[src/rtl/song_sequencer_pkg.sv]
// Shared definitions for the song playback controller: FSM state encoding,
// bus widths, default sizing and the "no song selected" code.
package song_sequencer_pkg;

  localparam int SONG_LEN_DEF   = 26;
  localparam int GAP_CYCLES_DEF = 5000000;
  localparam int DUR_W_DEF      = 26;

  localparam int NOTE_W = 4;
  localparam int LOC_W  = 5;
  localparam int SONG_W = 2;

  localparam logic [SONG_W-1:0] SONG_NONE = 2'd0;

  typedef enum logic [2:0] {
    ST_IDLE,
    ST_FETCH,
    ST_WAIT,
    ST_PLAY,
    ST_GAP
  } state_t;

endpackage

[src/rtl/song_sequencer_if.sv]
// Song memory bus. The sequencer is the master: it drives read enable, song
// number and slot location; the memory (slave) returns note, duration and a
// valid flag one cycle after a read is presented.
interface song_sequencer_if
  import song_sequencer_pkg::*;
#(
  parameter int DUR_W = DUR_W_DEF
);
  logic              mem_isread;
  logic [SONG_W-1:0] mem_songnum;
  logic [LOC_W-1:0]  mem_location;
  logic [NOTE_W-1:0] mem_note;
  logic [DUR_W-1:0]  mem_duration;
  logic              mem_isvalid;

  modport master (
    output mem_isread, mem_songnum, mem_location,
    input  mem_note, mem_duration, mem_isvalid
  );

  modport slave (
    input  mem_isread, mem_songnum, mem_location,
    output mem_note, mem_duration, mem_isvalid
  );
endinterface

[src/rtl/song_sequencer_dur_counter.sv]
// Down-counter shared by note duration and inter-note gap timing.
// Ports: clk, rst (async, active-high); i_load/i_load_val load a new count
// (load wins over enable); i_en decrements by one while nonzero;
// o_zero flags a count of 0.
module song_sequencer_dur_counter #(
  parameter int DUR_W = 26
) (
  input  logic             clk,
  input  logic             rst,
  input  logic             i_load,
  input  logic [DUR_W-1:0] i_load_val,
  input  logic             i_en,
  output logic             o_zero
);

  logic [DUR_W-1:0] r_cnt;

  // NOTE: sequential state uses non-blocking (<=) so every flop samples
  // pre-edge values, independent of block ordering.
  always_ff @(posedge clk or posedge rst) begin
    if (rst) begin
      r_cnt <= '0;
    end else if (i_load) begin
      r_cnt <= i_load_val;
    end else if (i_en && (r_cnt != '0)) begin
      r_cnt <= r_cnt - 1'b1;
    end
  end

  assign o_zero = (r_cnt == '0);

endmodule

[src/rtl/song_sequencer.sv]
// Playback controller upstream of the song memory. Fetches each slot of the
// selected song, sounds the returned note for its duration, then inserts a
// fixed silent gap. Supports pause, stop, looping and reports invalid data.
// Ports: clk, rst (async, active-high); start/stop/pause/loop_en levels;
// song_sel request (0 = none); mem memory bus (master side); note_out and
// note_active to the tone generator; playing, cur_location, song_done and
// sticky err to the UI.
module song_sequencer
  import song_sequencer_pkg::*;
#(
  parameter int SONG_LEN   = SONG_LEN_DEF,
  parameter int GAP_CYCLES = GAP_CYCLES_DEF,
  parameter int DUR_W      = DUR_W_DEF
) (
  input  logic               clk,
  input  logic               rst,
  input  logic               start,
  input  logic               stop,
  input  logic               pause,
  input  logic               loop_en,
  input  logic [SONG_W-1:0]  song_sel,
  song_sequencer_if.master   mem,
  output logic [NOTE_W-1:0]  note_out,
  output logic               note_active,
  output logic               playing,
  output logic [LOC_W-1:0]   cur_location,
  output logic               song_done,
  output logic               err
);

  localparam logic [LOC_W-1:0] LAST_IDX = LOC_W'(SONG_LEN - 1);
  localparam logic [DUR_W-1:0] GAP_LOAD = DUR_W'(GAP_CYCLES - 1);

  state_t            r_state;
  logic [SONG_W-1:0] r_song;
  logic [LOC_W-1:0]  r_idx;
  logic [NOTE_W-1:0] r_note;
  logic              r_isread;
  logic              r_done;
  logic              r_err;

  logic              w_load;
  logic [DUR_W-1:0]  w_load_val;
  logic              w_cnt_en;
  logic              w_zero;

  // Counter control: WAIT loads the note length (or straight to the gap for a
  // zero-duration slot), PLAY expiry loads the gap, stop clears it.
  // NOTE: every always_comb output gets a default first so no path infers a latch.
  always_comb begin
    w_load     = 1'b0;
    w_load_val = '0;
    if (stop) begin
      w_load = 1'b1;
    end else begin
      case (r_state)
        ST_WAIT: begin
          if (mem.mem_isvalid) begin
            w_load     = 1'b1;
            w_load_val = (mem.mem_duration == '0) ? GAP_LOAD
                                                   : mem.mem_duration - 1'b1;
          end
        end
        ST_PLAY: begin
          if (!pause && w_zero) begin
            w_load     = 1'b1;
            w_load_val = GAP_LOAD;
          end
        end
        default: ;
      endcase
    end
  end

  assign w_cnt_en = ~pause & ((r_state == ST_PLAY) | (r_state == ST_GAP));

  song_sequencer_dur_counter #(.DUR_W(DUR_W)) u_dur_counter (
    .clk        (clk),
    .rst        (rst),
    .i_load     (w_load),
    .i_load_val (w_load_val),
    .i_en       (w_cnt_en),
    .o_zero     (w_zero)
  );

  always_ff @(posedge clk or posedge rst) begin
    if (rst) begin
      r_state  <= ST_IDLE;
      r_song   <= SONG_NONE;
      r_idx    <= '0;
      r_note   <= '0;
      r_isread <= 1'b0;
      r_done   <= 1'b0;
      r_err    <= 1'b0;
    end else begin
      r_done <= 1'b0;
      if (stop) begin
        r_state  <= ST_IDLE;
        r_note   <= '0;
        r_isread <= 1'b0;
      end else begin
        case (r_state)
          ST_IDLE: begin
            if (start && (song_sel != SONG_NONE)) begin
              r_song   <= song_sel;
              r_idx    <= '0;
              r_err    <= 1'b0;
              r_isread <= 1'b1;
              r_state  <= ST_FETCH;
            end
          end
          // Read stays asserted through WAIT so the registered memory output
          // is still valid when sampled.
          ST_FETCH: r_state <= ST_WAIT;
          ST_WAIT: begin
            r_isread <= 1'b0;
            if (!mem.mem_isvalid) begin
              r_err   <= 1'b1;
              r_state <= ST_IDLE;
            end else if (mem.mem_duration == '0) begin
              r_state <= ST_GAP;
            end else begin
              r_note  <= mem.mem_note;
              r_state <= ST_PLAY;
            end
          end
          ST_PLAY: begin
            if (!pause && w_zero) r_state <= ST_GAP;
          end
          ST_GAP: begin
            if (!pause && w_zero) begin
              if (r_idx != LAST_IDX) begin
                r_idx    <= r_idx + 1'b1;
                r_isread <= 1'b1;
                r_state  <= ST_FETCH;
              end else if (loop_en) begin
                r_idx    <= '0;
                r_isread <= 1'b1;
                r_state  <= ST_FETCH;
              end else begin
                r_done  <= 1'b1;
                r_state <= ST_IDLE;
              end
            end
          end
          default: r_state <= ST_IDLE;
        endcase
      end
    end
  end

  // Address lines follow the latched song and slot index, so they hold their
  // last value whenever no read is in progress.
  assign mem.mem_isread   = r_isread;
  assign mem.mem_songnum  = r_song;
  assign mem.mem_location = r_idx;

  // Pause silences the note in the same cycle the counter freezes, keeping
  // sounded cycles equal to counted cycles.
  assign note_active  = (r_state == ST_PLAY) & ~pause;
  assign note_out     = r_note;
  assign playing      = (r_state != ST_IDLE);
  assign cur_location = r_idx;
  assign song_done    = r_done;
  assign err          = r_err;

endmodule
[src/flat_wrapper.sv]
// flat-port wrapper written by rule: the top's interface ports become plain ports
module song_sequencer_flat import song_sequencer_pkg::*;
#(
  parameter int SONG_LEN   = SONG_LEN_DEF,
  parameter int GAP_CYCLES = GAP_CYCLES_DEF,
  parameter int DUR_W      = DUR_W_DEF
)
  (clk, rst, start, stop, pause, loop_en, song_sel, note_out, note_active, playing, cur_location, song_done, err, mem_mem_isread, mem_mem_songnum, mem_mem_location, mem_mem_note, mem_mem_duration, mem_mem_isvalid);
  song_sequencer_if #(.DUR_W(DUR_W)) mem_i ();
  input  logic clk;
  input  logic rst;
  input  logic start;
  input  logic stop;
  input  logic pause;
  input  logic loop_en;
  input  logic [SONG_W-1:0] song_sel;
  output logic [NOTE_W-1:0] note_out;
  output logic note_active;
  output logic playing;
  output logic [LOC_W-1:0] cur_location;
  output logic song_done;
  output logic err;
  output wire logic [$bits(mem_i.mem_isread)-1:0] mem_mem_isread;
  output wire logic [$bits(mem_i.mem_songnum)-1:0] mem_mem_songnum;
  output wire logic [$bits(mem_i.mem_location)-1:0] mem_mem_location;
  input wire logic [$bits(mem_i.mem_note)-1:0] mem_mem_note;
  input wire logic [$bits(mem_i.mem_duration)-1:0] mem_mem_duration;
  input wire logic [$bits(mem_i.mem_isvalid)-1:0] mem_mem_isvalid;
  assign mem_mem_isread = mem_i.mem_isread;
  assign mem_mem_songnum = mem_i.mem_songnum;
  assign mem_mem_location = mem_i.mem_location;
  assign mem_i.mem_note = mem_mem_note;
  assign mem_i.mem_duration = mem_mem_duration;
  assign mem_i.mem_isvalid = mem_mem_isvalid;
  song_sequencer #(.SONG_LEN(SONG_LEN), .GAP_CYCLES(GAP_CYCLES), .DUR_W(DUR_W)) u_core (.clk(clk), .rst(rst), .start(start), .stop(stop), .pause(pause), .loop_en(loop_en), .song_sel(song_sel), .mem(mem_i), .note_out(note_out), .note_active(note_active), .playing(playing), .cur_location(cur_location), .song_done(song_done), .err(err));
endmodule
[config.mk]
export PLATFORM = sky130hd
export DESIGN_NAME = song_sequencer_flat
export DESIGN_NICKNAME = d
export VERILOG_FILES = /design/src/rtl/song_sequencer_pkg.sv /design/src/rtl/song_sequencer_if.sv /design/src/rtl/song_sequencer_dur_counter.sv /design/src/rtl/song_sequencer.sv /design/src/flat_wrapper.sv
export SDC_FILE = /design/constraint.sdc
export NUM_CORES = 1
export LEC_CHECK = 0
export BUFFER_PORTS_ARGS = -buffer_cell sky130_fd_sc_hd__buf_2
export CORE_UTILIZATION = 40
export CTS_BUF_LIST = sky130_fd_sc_hd__clkbuf_16
export CTS_CLUSTER_DIAMETER = 80
export DETAILED_ROUTE_END_ITERATION = 8
export GPL_TIMING_DRIVEN = 1
export PLACE_DENSITY_LB_ADDON = 0.1
export SLEW_MARGIN = 10
export SYNTH_ARGS = -nofsm -noshare
export SYNTH_HDL_FRONTEND = slang
export SYNTH_HIERARCHICAL = 1
export SYNTH_SLANG_ARGS = --single-unit
[constraint.sdc]
create_clock -name clk -period 3.3 [get_ports clk]
set_input_delay 0.33 -clock clk [delete_from_list [all_inputs] [get_ports clk]]
set_output_delay 0.33 -clock clk [all_outputs]
set_load 0.02 [all_outputs]
# Yosys cells after proc, flatten, opt, wreduce, memory -nomap -nowiden
# Index checks and enable logic that the tools add are counted.
# classes
add_sub_neg	3
eq_ne	14
n_mux	43
n_bitwise	5
n_reduce_logical	22
# op_table
op	count
26-bit two-way mux	5
26-bit zero test	2
26-bit case mux with 2 select lines	1
26-bit by 1-bit subtractor with 26-bit output, second input constant	2
26-bit nonzero test	1
23-bit two-way mux	1
3-bit two-way mux	7
5-bit two-way mux	4
1-bit two-way mux	16
4-bit two-way mux	4
3-bit case mux with 5 select lines	1
2-bit nonzero test	6
5-bit case mux with 2 select lines	1
3-bit != test, second input constant	3
3-bit AND reduction	3
4-bit AND reduction	2
3-bit by 2-bit == test with 1-bit output, second input constant	2
2-bit != test, second input constant	3
5-bit by 1-bit adder with 5-bit output, second input constant	1
5-bit != test, second input constant	1
5-bit AND reduction	1
4-bit != test, second input constant	1
1-bit case mux with 2 select lines	2
4-bit nonzero test	1
other kinds (12)	16
# word_totals
ff_bits	43

# Depth between registers and ports, before layout
# Gate-level depths: netlist of the first run.
# depth
depth_word	6
mapped_depth	13
mapped_depth_nobuf	11

# Cells and area by module
# The synthesis of the first run kept the hierarchy.
# modules_own_cells
mod	instances	cells_per_inst	area_each_um2	seq_area_each_um2
song_sequencer	1	225	1766.7	425.4
song_sequencer_dur_counter	1	180	1751.7	650.6

# Worst setup path before layout of the first run
# No wires, ideal clock.
# synth_path
path_kind	reg-to-reg
from	register u_core.u_dur_counter.r_cnt[0]
to	register u_core.u_dur_counter.r_cnt[10]
arrival_time_ns	2.764
t_required_ns	3.223
path_slack_ns	0.459
stages_incl_launch_ff	14
synth_period_minus_slack_ns	2.841
path_cell_list	dfrtp_1 -> inv_1 -> ha_1 -> nor4b_4 -> nand3_2 -> buf_6 -> nor2_1 -> nor2b_1 -> mux2i_1 -> o21bai_1 -> clkbuf_1 -> clkbuf_1 -> a21oi_1 -> a21oi_1
# synth_via
elab_chain_len	6
word_cells_on_any_way	11
classes_between	add/sub (1); mux (5); reduce/logical (5)
# synth_lines
item	line	rtl
start, declared	song_sequencer_dur_counter.sv:16	logic [DUR_W-1:0] r_cnt;
start signal, assigned	song_sequencer_dur_counter.sv:24	r_cnt <= i_load_val;
start signal, assigned	song_sequencer_dur_counter.sv:26	r_cnt <= r_cnt - 1'b1;
26-bit zero test (*)	song_sequencer_dur_counter.sv:30	assign o_zero = (r_cnt == '0);
via u_core.w_zero	song_sequencer.sv:45	logic w_zero;
1-bit logical AND (*)	song_sequencer.sv:65	if (!pause && w_zero) begin
1-bit two-way mux (*)	song_sequencer.sv:65	
1-bit case mux with 2 select lines (*)	song_sequencer.sv:56	case (r_state)
1-bit two-way mux (*)	song_sequencer.sv:53	if (stop) begin
via u_core.w_load	song_sequencer.sv:42	logic w_load;
26-bit two-way mux or 2-bit nonzero test (tied branches)	--	
# The timed path passes the listed nets; every way through them passes the cells marked *. The select of a mux whose other input is x is not followed.
# A chain may end at the register's enable or synchronous reset.

# Worst setup path in the final report of the first run
# layout_path
from	register u_core.u_dur_counter.r_cnt[0]
to	register u_core.u_dur_counter.r_cnt[22]
# Same word-level chain as after synthesis.

==> impl_metrics.json, run 1 <==
{
  "crit_slowest_cell": "dfrtp_1",
  "critPathCaptureType": "flop",
  "first_pass_iters": 4,
  "fin_nets": 496,
  "ys_seq_elements": 43,
  "area_growth_pct": 15.3,
  "synth_edf_count": 0,
  "startpoint": "u_core/u_dur_counter/r_cnt[0]",
  "crit_path_start_kind": "flop",
  "layout-drive-gt1-share_pct": 24.7,
  "cp-endpoint": "u_core/u_dur_counter/r_cnt[22]",
  "wirelength_um": 9120,
  "period_needed_ns": 2.84,
  "post_cts_buffers": 0,
  "cp.arrival_ns": 3.01,
  "yosys.area.top_type": "dfrtp_1",
  "max_cap_viol_count": 0,
  "cts_max_path_buffers": 2,
  "place_ws_ns": 0.403,
  "hold_viol": 0,
  "n_antenna_cell": 0,
  "multi_input_area_sq_um": 2270,
  "hpwl_um": 6910,
  "cts_buffers": 5,
  "slew_headroom_pct": 28.7,
  "syn_inst": 405,
  "tightestPinTransition_ns": 1.07,
  "syn_area_per_cell_sq_um": 8.69,
  "rr_worst_depth": 11,
  "grt_overflow": 0,
  "r2r-end": "u_core/u_dur_counter/r_cnt[22]",
  "synth_commonest_cells": "43 x dfrtp_1, 29 x a21oi_1, 29 x nand2_1",
  "cts_resized": 0,
  "yosysTopAreaCellShare_pct": 30.6,
  "period_share_pct": 86.2,
  "syn_area_sq_um": 3520,
  "synth_warnings": 6,
  "power.density_nw_per_um2": 367,
  "setup-tns-final_ns": 0,
  "required_ns": 3.47,
  "synthTopCellsByArea": "dfrtp_1 31%, a21oi_1 4.1%, mux2_2 3.8%",
  "ant_nets": 0,
  "clock.fmax_mhz": 352,
  "initialDrtViolationCount": 155,
  "setup_violations": 0,
  "grt_pass1_vias": 3041,
  "h-tree-depth": 2,
  "worstPathCellList": "inv_1 > ha_1 > nor4b_4 > nand3_2 > nor2_1 > nor2b_2 > mux2i_1 > o21bai_2 > buf_12 > nor3_1 > a221o_1",
  "rrSetupSlack_ns": 0.46,
  "synth_ff_type": "dfrtp_1",
  "vdd_drop_max_mv": 0.191,
  "worst_slack_ns": 0.457,
  "core-area_sq_um": 8380,
  "rows": 33,
  "drc": 0,
  "fillCellCount": 815,
  "crit_buf_inv": 2,
  "port_buffers": 59,
  "viasPerCell": 5.87,
  "synth_cell_types": 68,
  "seq_area_sq_um": 1080,
  "place.gp.congestion": 0.858,
  "path_class": "reg -> reg",
  "dieArea_sq_um": 9170,
  "hp-class": "in -> async",
  "worstPathMaxFanout": 48,
  "worstSkewPairLatency_ns": 0.28,
  "power_leakage_nw": 1.64,
  "grt_pass1_wl_um": 15200,
  "rsz0062_at_grt": "false",
  "clock-sinks": 43,
  "cts_tree": "yes",
  "synth_seq_area_share_pct": 30.6,
  "synthArstFlopShare_pct": 100,
  "crit_family": "simple AND/OR/NAND/NOR gates",
  "routed-via-count": 3274,
  "fp.dieW_um": 95.8,
  "status": "finished clean",
  "die_h_um": 95.8,
  "io_pins": 60,
  "post-synth-top-count-cell": "dfrtp_1",
  "cts_hold_buf": 0,
  "root_buffer": "clkbuf_16",
  "grt_max_degree": 49,
  "grtUsageTotal_pct": 21.4,
  "synth_nets": 449,
  "wl_per_cell_um": 16.3,
  "clk_pin_slew_ns": 0.06,
  "initial_core_util_pct": 42.0,
  "antenna_found_initial": 0,
  "r2r_start": "u_core/u_dur_counter/r_cnt[0]",
  "crit_cells": 11,
  "slew_violations": 0,
  "worst_clock_skew_ns": 0.00323,
  "slowest_delay_ns": 0.40
}
[state kept, by name, summed over array words and instances, names as in the netlist]
name and flops:
u_core/u_dur_counter/r_cnt 26, u_core/cur_location 5, u_core/note_out 4, u_core/r_state 3, u_core/mem.mem_songnum 2, u_core/err 1, u_core/mem.mem_isread 1, u_core/song_done 1
[worst reg2reg max path: cells and delay by family (launching register included)]
family	cells	cell delay, ns
buffers and inverters	2	0.35
adder cells (fa/ha/maj)	1	0.21
AO/OA/AOI/OAI	2	0.51
AND/OR/NAND/NOR	5	1.12
multiplexers	1	0.14
flip-flops	1	0.40
[layout by cell type, fill, tap and decap left out, types with 5 or more instances in the layout]
| cell type | n |
|---|---|
| mux2_2 | 12 |
| nand3_1 | 10 |
| o21ai_1 | 6 |
| nand4_1 | 8 |
| buf_2 | 59 |
| ha_1 | 5 |
| or3_1 | 7 |
| dfrtp_1 | 43 |
| nor4_2 | 5 |
| nor2_1 | 25 |
| o21ai_0 | 16 |
| or4_1 | 10 |
| xor2_1 | 12 |
| nand2b_1 | 14 |
| inv_1 | 12 |
| buf_4 | 7 |
| a21oi_1 | 29 |
| nor3_1 | 16 |
| mux2i_1 | 8 |
| clkbuf_16 | 5 |
| nor4_1 | 10 |
| o31ai_1 | 9 |
| nand2_1 | 29 |
| xnor2_1 | 15 |
[worst min path at each step]
| stage | startpoint | endpoint | slack (ns) |
|---|---|---|---|
| after floorplan | rst | u_core/cur_location[0] | 0.26 |
| after global placement | rst | u_core/cur_location[3] | 0.47 |
| after detailed placement | rst | u_core/cur_location[3] | 0.50 |
| after CTS | rst | u_core/cur_location[3] | 0.19 |
| after global routing | rst | u_core/r_state[1] | 0.22 |
| final | rst | u_core/cur_location[4] | 0.16 |
[cells by family after synthesis]
family	Yosys count	synth area share [%]
and+or+nand+nor	172	30.2
AOI/OAI and AO/OA	99	19.4
DFF	43	30.6
buffers and inverters	39	5.19
xor gates and xnor gates	27	6.72
muxes	20	6.12
adders and majority gates	5	1.78
[power by group]
| part | total (W) | switching [W] | internal, W |
|---|---|---|---|
| Clock | 0.000568 | 0.000211 | 0.000357 |
| Sequential | 0.000579 | 0.0000261 | 0.000552 |
| Combinational | 0.000341 | 0.000216 | 0.000125 |
| Total | 0.00149 | 0.000453 | 0.00103 |
[cell type report]
cell class / count / area share (%)
timing repair buffer: 67 / 9.07
multi-input combinational: 323 / 55.9
clock inverter: 3 / 1.05
inverter: 12 / 1.11
tap: 105 / 3.24
sequential: 43 / 26.5
clock buffer: 5 / 3.08
[routing by layer]
metal	share of wire (%)	vias to the layer above	global-route usage, %
met5	0	-	0
met4	0.54	0	4.60
met3	2.8	5	2.92
met2	45	70	32.0
met1	52	1579	32.5
li1	-	1620	-
[through the flow]
stage / std cells / utilization, % / power (W) / instance area, sq um / hold slack (ns)
6_report: 558 / 48.4 / 0.00149 / 4060 / 0.158
5_1_grt: 558 / 48.4 / 0.00156 / 4060 / 0.218
4_1_cts: 558 / 48.3 / 0.00150 / 4050 / 0.188
3_5_place_dp: 550 / 46.3 / 0.000928 / 3880 / 0.496
3_3_place_gp: 550 / 46.3 / 0.000925 / 3880 / 0.473
2_1_floorplan: 405 / - / 0.000819 / 3520 / 0.256
Note: power is estimated with default switching activity, not from simulation.
==> run 2: changes to the inputs <==
- CORE_UTILIZATION: 40 -> 57
==> impl_metrics.json, run 2 (synthesis results as in run 1) <==
{
  "n_antenna_cell": 0,
  "crit_slowest_cell": "dfrtp_1",
  "power.density_nw_per_um2": 347,
  "max_cap_viol_count": 0,
  "post_cts_buffers": 0,
  "p_seq_share_pct": 41.8,
  "worstPathCellList": "inv_1 > ha_1 > nor4b_4 > nand3_2 > nor2_1 > nor2b_1 > mux2i_1 > o21bai_2 > buf_12 > nor3_1 > a221o_1",
  "seq_area_sq_um": 1080,
  "rows": 28,
  "fin_total_pwr_w": 0.00138,
  "period_share_pct": 92.1,
  "setup_violations": 0,
  "crit_family": "simple AND/OR/NAND/NOR gates",
  "p_clk_share_pct": 33.6,
  "crit_buf_inv": 2,
  "cp.arrival_ns": 3.20,
  "clock.fmax_mhz": 329,
  "h-tree-depth": 2,
  "grt_max_degree": 49,
  "wirelength_um": 8550,
  "grt_pass1_wl_um": 14400,
  "switching_power_w": 0.000434,
  "slowest_delay_ns": 0.41,
  "initial_core_util_pct": 59.4,
  "worstSkewPairLatency_ns": 0.28,
  "clk_pin_slew_ns": 0.06,
  "p_comb_share_pct": 24.5,
  "slew_headroom_pct": 35.2,
  "layout_commonest_cell": "buf_2",
  "routed-via-count": 3334,
  "first_pass_iters": 5,
  "internal-power_w": 0.000948,
  "drc": 0,
  "die_h_um": 80.6,
  "grt_pass1_vias": 2955,
  "port_buffers": 59,
  "switching_share_pct": 31.4,
  "grtUsageTotal_pct": 28.6,
  "regMostFlops": "u_core/u_dur_counter/r_cnt",
  "worst_clock_skew_ns": 0.00447,
  "antenna_found_initial": 0,
  "vdd_drop_max_mv": 0.210,
  "cts_tree": "yes",
  "status": "finished clean",
  "fin_nets": 496,
  "layout.cells.non_filler": 528,
  "fin_util_pct": 67.3,
  "clock-sinks": 43,
  "critPathCaptureType": "flop",
  "place.gp.congestion": 0.872,
  "cts_resized": 0,
  "layout-drive-gt1-share_pct": 24.1,
  "placed_cells": 520,
  "grt_overflow": 0,
  "cts_hold_buf": 0,
  "largest_register_ffs": 26,
  "hpwl_um": 6340,
  "tightestPinTransition_ns": 0.971,
  "fp.dieW_um": 80.6,
  "multi_input_area_sq_um": 2260,
  "ant_nets": 0,
  "path_class": "reg -> reg",
  "worstPathMaxFanout": 48,
  "whs_ns": 0.148,
  "initialDrtViolationCount": 244,
  "root_buffer": "clkbuf_16",
  "dieArea_sq_um": 6490,
  "core-area_sq_um": 5920,
  "area_growth_pct": 13.2,
  "power_leakage_nw": 1.63,
  "rsz0062_at_grt": "false",
  "wl_per_cell_um": 16.2,
  "cts_max_path_buffers": 2,
  "fillCellCount": 505,
  "hp-class": "in -> async",
  "final_cell_mix": "59 x buf_2, 43 x dfrtp_1, 29 x nand2_1, 29 x a21oi_1, 25 x nor2_1",
  "viasPerCell": 6.31,
  "required_ns": 3.47,
  "io_pins": 60,
  "setup-tns-final_ns": 0,
  "cts_buffers": 5,
  "crit_path_start_kind": "flop",
  "slew_violations": 0,
  "hold_viol": 0,
  "period_needed_ns": 3.04
}
## run 2: cell types whose count changed in the layout (fill, tap and decap cells not counted), sizes merged
cell,change
bufinv,-1
inv,+1
## run 2: layout make-up
type	instances	area share, %
Sequential cell	43	27.0
Clock buffer	5	3.14
Multi-Input combinational cell	323	56.8
Inverter	12	1.13
Timing Repair Buffer	67	9.23
Tap cell	75	2.36
Clock inverter	3	0.314
## run 2: worst register-to-register path, cell delays in order (launching register included)
cell      delay, ns
dfrtp_1        0.41
inv_1          0.11
ha_1           0.21
nor4b_4        0.36
nand3_2        0.13
nor2_1         0.29
nor2b_1        0.40
mux2i_1        0.18
o21bai_2       0.19
buf_12         0.24
nor3_1         0.09
a221o_1        0.32
## run 2: power by group through the flow
stage	clock, W	combinational (W)	sequential (W)
detailed placement	0	0.000334	0.000587
floorplan	0	0.000220	0.000599
finish	0.000465	0.000339	0.000578
CTS	0.000478	0.000336	0.000578
global route	0.000499	0.000371	0.000582
global placement	0	0.000328	0.000586
## run 2: final timing paths
check,from,slack (ns),depth (start not counted),end
worst min-delay path,rst,0.15,2,u_core/cur_location[3]
worst max-delay path,u_core/u_dur_counter/r_cnt[0],0.26,11,u_core/u_dur_counter/r_cnt[22]
worst min register to register,u_core/mem.mem_songnum[0],0.50,1,u_core/mem.mem_songnum[0]
max in group asynchronous,rst,2.43,2,u_core/u_dur_counter/r_cnt[12]
min in group clk,song_sel[0],0.29,2,u_core/mem.mem_songnum[0]
worst max register to register,u_core/u_dur_counter/r_cnt[0],0.26,11,u_core/u_dur_counter/r_cnt[22]
## run 2: layer usage
metal | track usage, % | vias up | wire length, um
li1 | - | 1611 | -
met2 | 42.3 | 130 | 3730
met5 | 0 | - | 0
met4 | 5.89 | 0 | 98
met1 | 43.0 | 1583 | 4160
met3 | 4.89 | 10 | 566
## run 2: metrics by stage
| stage | worst slack (ns) | instance area [sq um] |
|---|---|---|
| finish | 0.262 | 3980 |
| global route | 0.153 | 3980 |
| CTS | 0.287 | 3980 |
| detailed placement | 0.352 | 3850 |
| global placement | 0.499 | 3850 |
| floorplan | 0.459 | 3520 |
==> run 3: changes to the inputs <==
- CELL_PAD_IN_SITES_DETAIL_PLACEMENT: not set -> 0
- CELL_PAD_IN_SITES_GLOBAL_PLACEMENT: not set -> 2
- CORE_UTILIZATION: 57 -> 34
==> impl_metrics.json, run 3 (synthesis results as in run 1) <==
{
  "status": "finished clean",
  "initial_core_util_pct": 35.5,
  "clk_pin_slew_ns": 0.06,
  "initialDrtViolationCount": 178,
  "slew_violations": 0,
  "hpwl_um": 7190,
  "core-area_sq_um": 9910,
  "place_ws_ns": 0.536,
  "worstPathCellList": "inv_1 > ha_1 > nor4b_4 > nand3_2 > nor2_1 > nor2b_1 > buf_4 > mux2i_1 > o21bai_2 > buf_12 > nor3_1 > a221o_1",
  "place_area_sq_um": 3940,
  "cp.arrival_ns": 2.96,
  "n_antenna_cell": 0,
  "whs_ns": 0.157,
  "fillCellCount": 1050,
  "vdd_drop_max_mv": 0.205,
  "io_pins": 60,
  "layout_commonest_cell": "buf_2",
  "power_leakage_nw": 1.65,
  "drc": 0,
  "first_pass_iters": 5,
  "fin_nets": 499,
  "ant_nets": 0,
  "largest_register_ffs": 26,
  "routed-via-count": 3236,
  "rrSetupSlack_ns": 0.51,
  "r2r_start": "u_core/u_dur_counter/r_cnt[0]",
  "h-tree-depth": 2,
  "cts_buffers": 5,
  "fin_util_pct": 41.2,
  "dieArea_sq_um": 10800,
  "fp.dieW_um": 104,
  "crit_slowest_cell": "dfrtp_1",
  "grt_overflow": 0,
  "met3_usage_pct": 2.33,
  "grt_max_degree": 49,
  "post_cts_buffers": 0,
  "path_class": "reg -> reg",
  "critPathCaptureType": "flop",
  "port_buffers": 59,
  "required_ns": 3.47,
  "final_area_sq_um": 4080,
  "period_share_pct": 84.6,
  "layout-drive-gt1-share_pct": 24.6,
  "wirelength_um": 9580,
  "wl_per_cell_um": 16.3,
  "cts_hold_buf": 0,
  "root_buffer": "clkbuf_16",
  "setup_violations": 0,
  "crit_path_start_kind": "flop",
  "cts_tree": "yes",
  "slew_headroom_pct": 31.4,
  "hp-class": "in -> async",
  "regMostFlops": "u_core/u_dur_counter/r_cnt",
  "clock-sinks": 43,
  "final_cell_mix": "59 x buf_2, 43 x dfrtp_1, 29 x nand2_1, 29 x a21oi_1, 25 x nor2_1",
  "worstPathMaxFanout": 48,
  "power.density_nw_per_um2": 343,
  "tightestPinTransition_ns": 1.03,
  "worstSkewPairLatency_ns": 0.28,
  "rows": 36,
  "antenna_found_initial": 0,
  "gr-usage-met2_pct": 26.4,
  "max_cap_viol_count": 0,
  "grt-busiest-layer": "met1",
  "r2r-end": "u_core/u_dur_counter/r_cnt[22]",
  "worst_clock_skew_ns": 0.00417,
  "place.gp.congestion": 0.829,
  "die_h_um": 104,
  "worst_slack_ns": 0.509,
  "clock.fmax_mhz": 358,
  "setup-tns-final_ns": 0,
  "slowest_delay_ns": 0.40,
  "cts_resized": 0,
  "rr_worst_depth": 12,
  "met1_usage_pct": 27.9,
  "grtUsageTotal_pct": 18.0,
  "period_needed_ns": 2.79,
  "cts_max_path_buffers": 2,
  "hold_viol": 0,
  "grt_pass1_wl_um": 15700,
  "grt_pass1_vias": 3024,
  "area_growth_pct": 15.9,
  "rsz0062_at_grt": "false",
  "viasPerCell": 5.49
}
==> run 3: changes by cell type in the layout (fill, tap and decap cells not counted) <==
| cell | delta |
|---|---|
| buf_4 | +3 |
==> run 3: stage by stage <==
stage	std cells	power [W]
global placement	581	0.000934
CTS	589	0.00142
finish	589	0.00140
detailed placement	581	0.000935
global route	589	0.00147
floorplan	405	0.000819
==> run 3: power breakdown <==
part	total, W	switching (W)	internal (W)
combinational	0.000346	0.000220	0.000126
clock	0.000474	0.000201	0.000274
sequential	0.000578	0.0000252	0.000553
==> run 3: worst max path at each step <==
stage / start / end / slack (ns) / depth (start not counted)
after floorplan: u_core/u_dur_counter/r_cnt[0] / u_core/u_dur_counter/r_cnt[10] / 0.46 / 13
after global placement: u_core/u_dur_counter/r_cnt[0] / u_core/u_dur_counter/r_cnt[22] / 0.58 / 12
after detailed placement: u_core/u_dur_counter/r_cnt[0] / u_core/u_dur_counter/r_cnt[22] / 0.54 / 12
after CTS: u_core/u_dur_counter/r_cnt[0] / u_core/u_dur_counter/r_cnt[22] / 0.51 / 12
after global routing: u_core/u_dur_counter/r_cnt[0] / u_core/u_dur_counter/r_cnt[11] / 0.27 / 12
final: u_core/u_dur_counter/r_cnt[0] / u_core/u_dur_counter/r_cnt[22] / 0.51 / 12
==> run 3: area by class of cell <==
class | count | area [sq um] | area share, %
repair buffers | 70 | 390 | 9.57
inverters | 12 | 45.0 | 1.10
clock buffers | 5 | 125 | 3.07
flip-flops and latches | 43 | 1080 | 26.4
well taps | 133 | 166 | 4.08
multi-input cells | 323 | 2260 | 55.5
clock inverters | 3 | 12.5 | 0.307
==> run 3: metal layers <==
| layer | vias up | share of wire, % |
|---|---|---|
| li1 | 1631 | - |
| met4 | 0 | 0.77 |
| met5 | - | 0 |
| met1 | 1534 | 53 |
| met2 | 67 | 42 |
| met3 | 4 | 3.9 |
==> run 3: worst max-delay path: cells and delay by family (launching register included) <==
family                     cells  cell delay [ns]
DFF                            1             0.40
and+or+nand+nor                5             0.98
muxes                          1             0.09
buffers and inverters          3             0.49
AOI/OAI and AO/OA              2             0.51
adders and majority gates      1             0.20
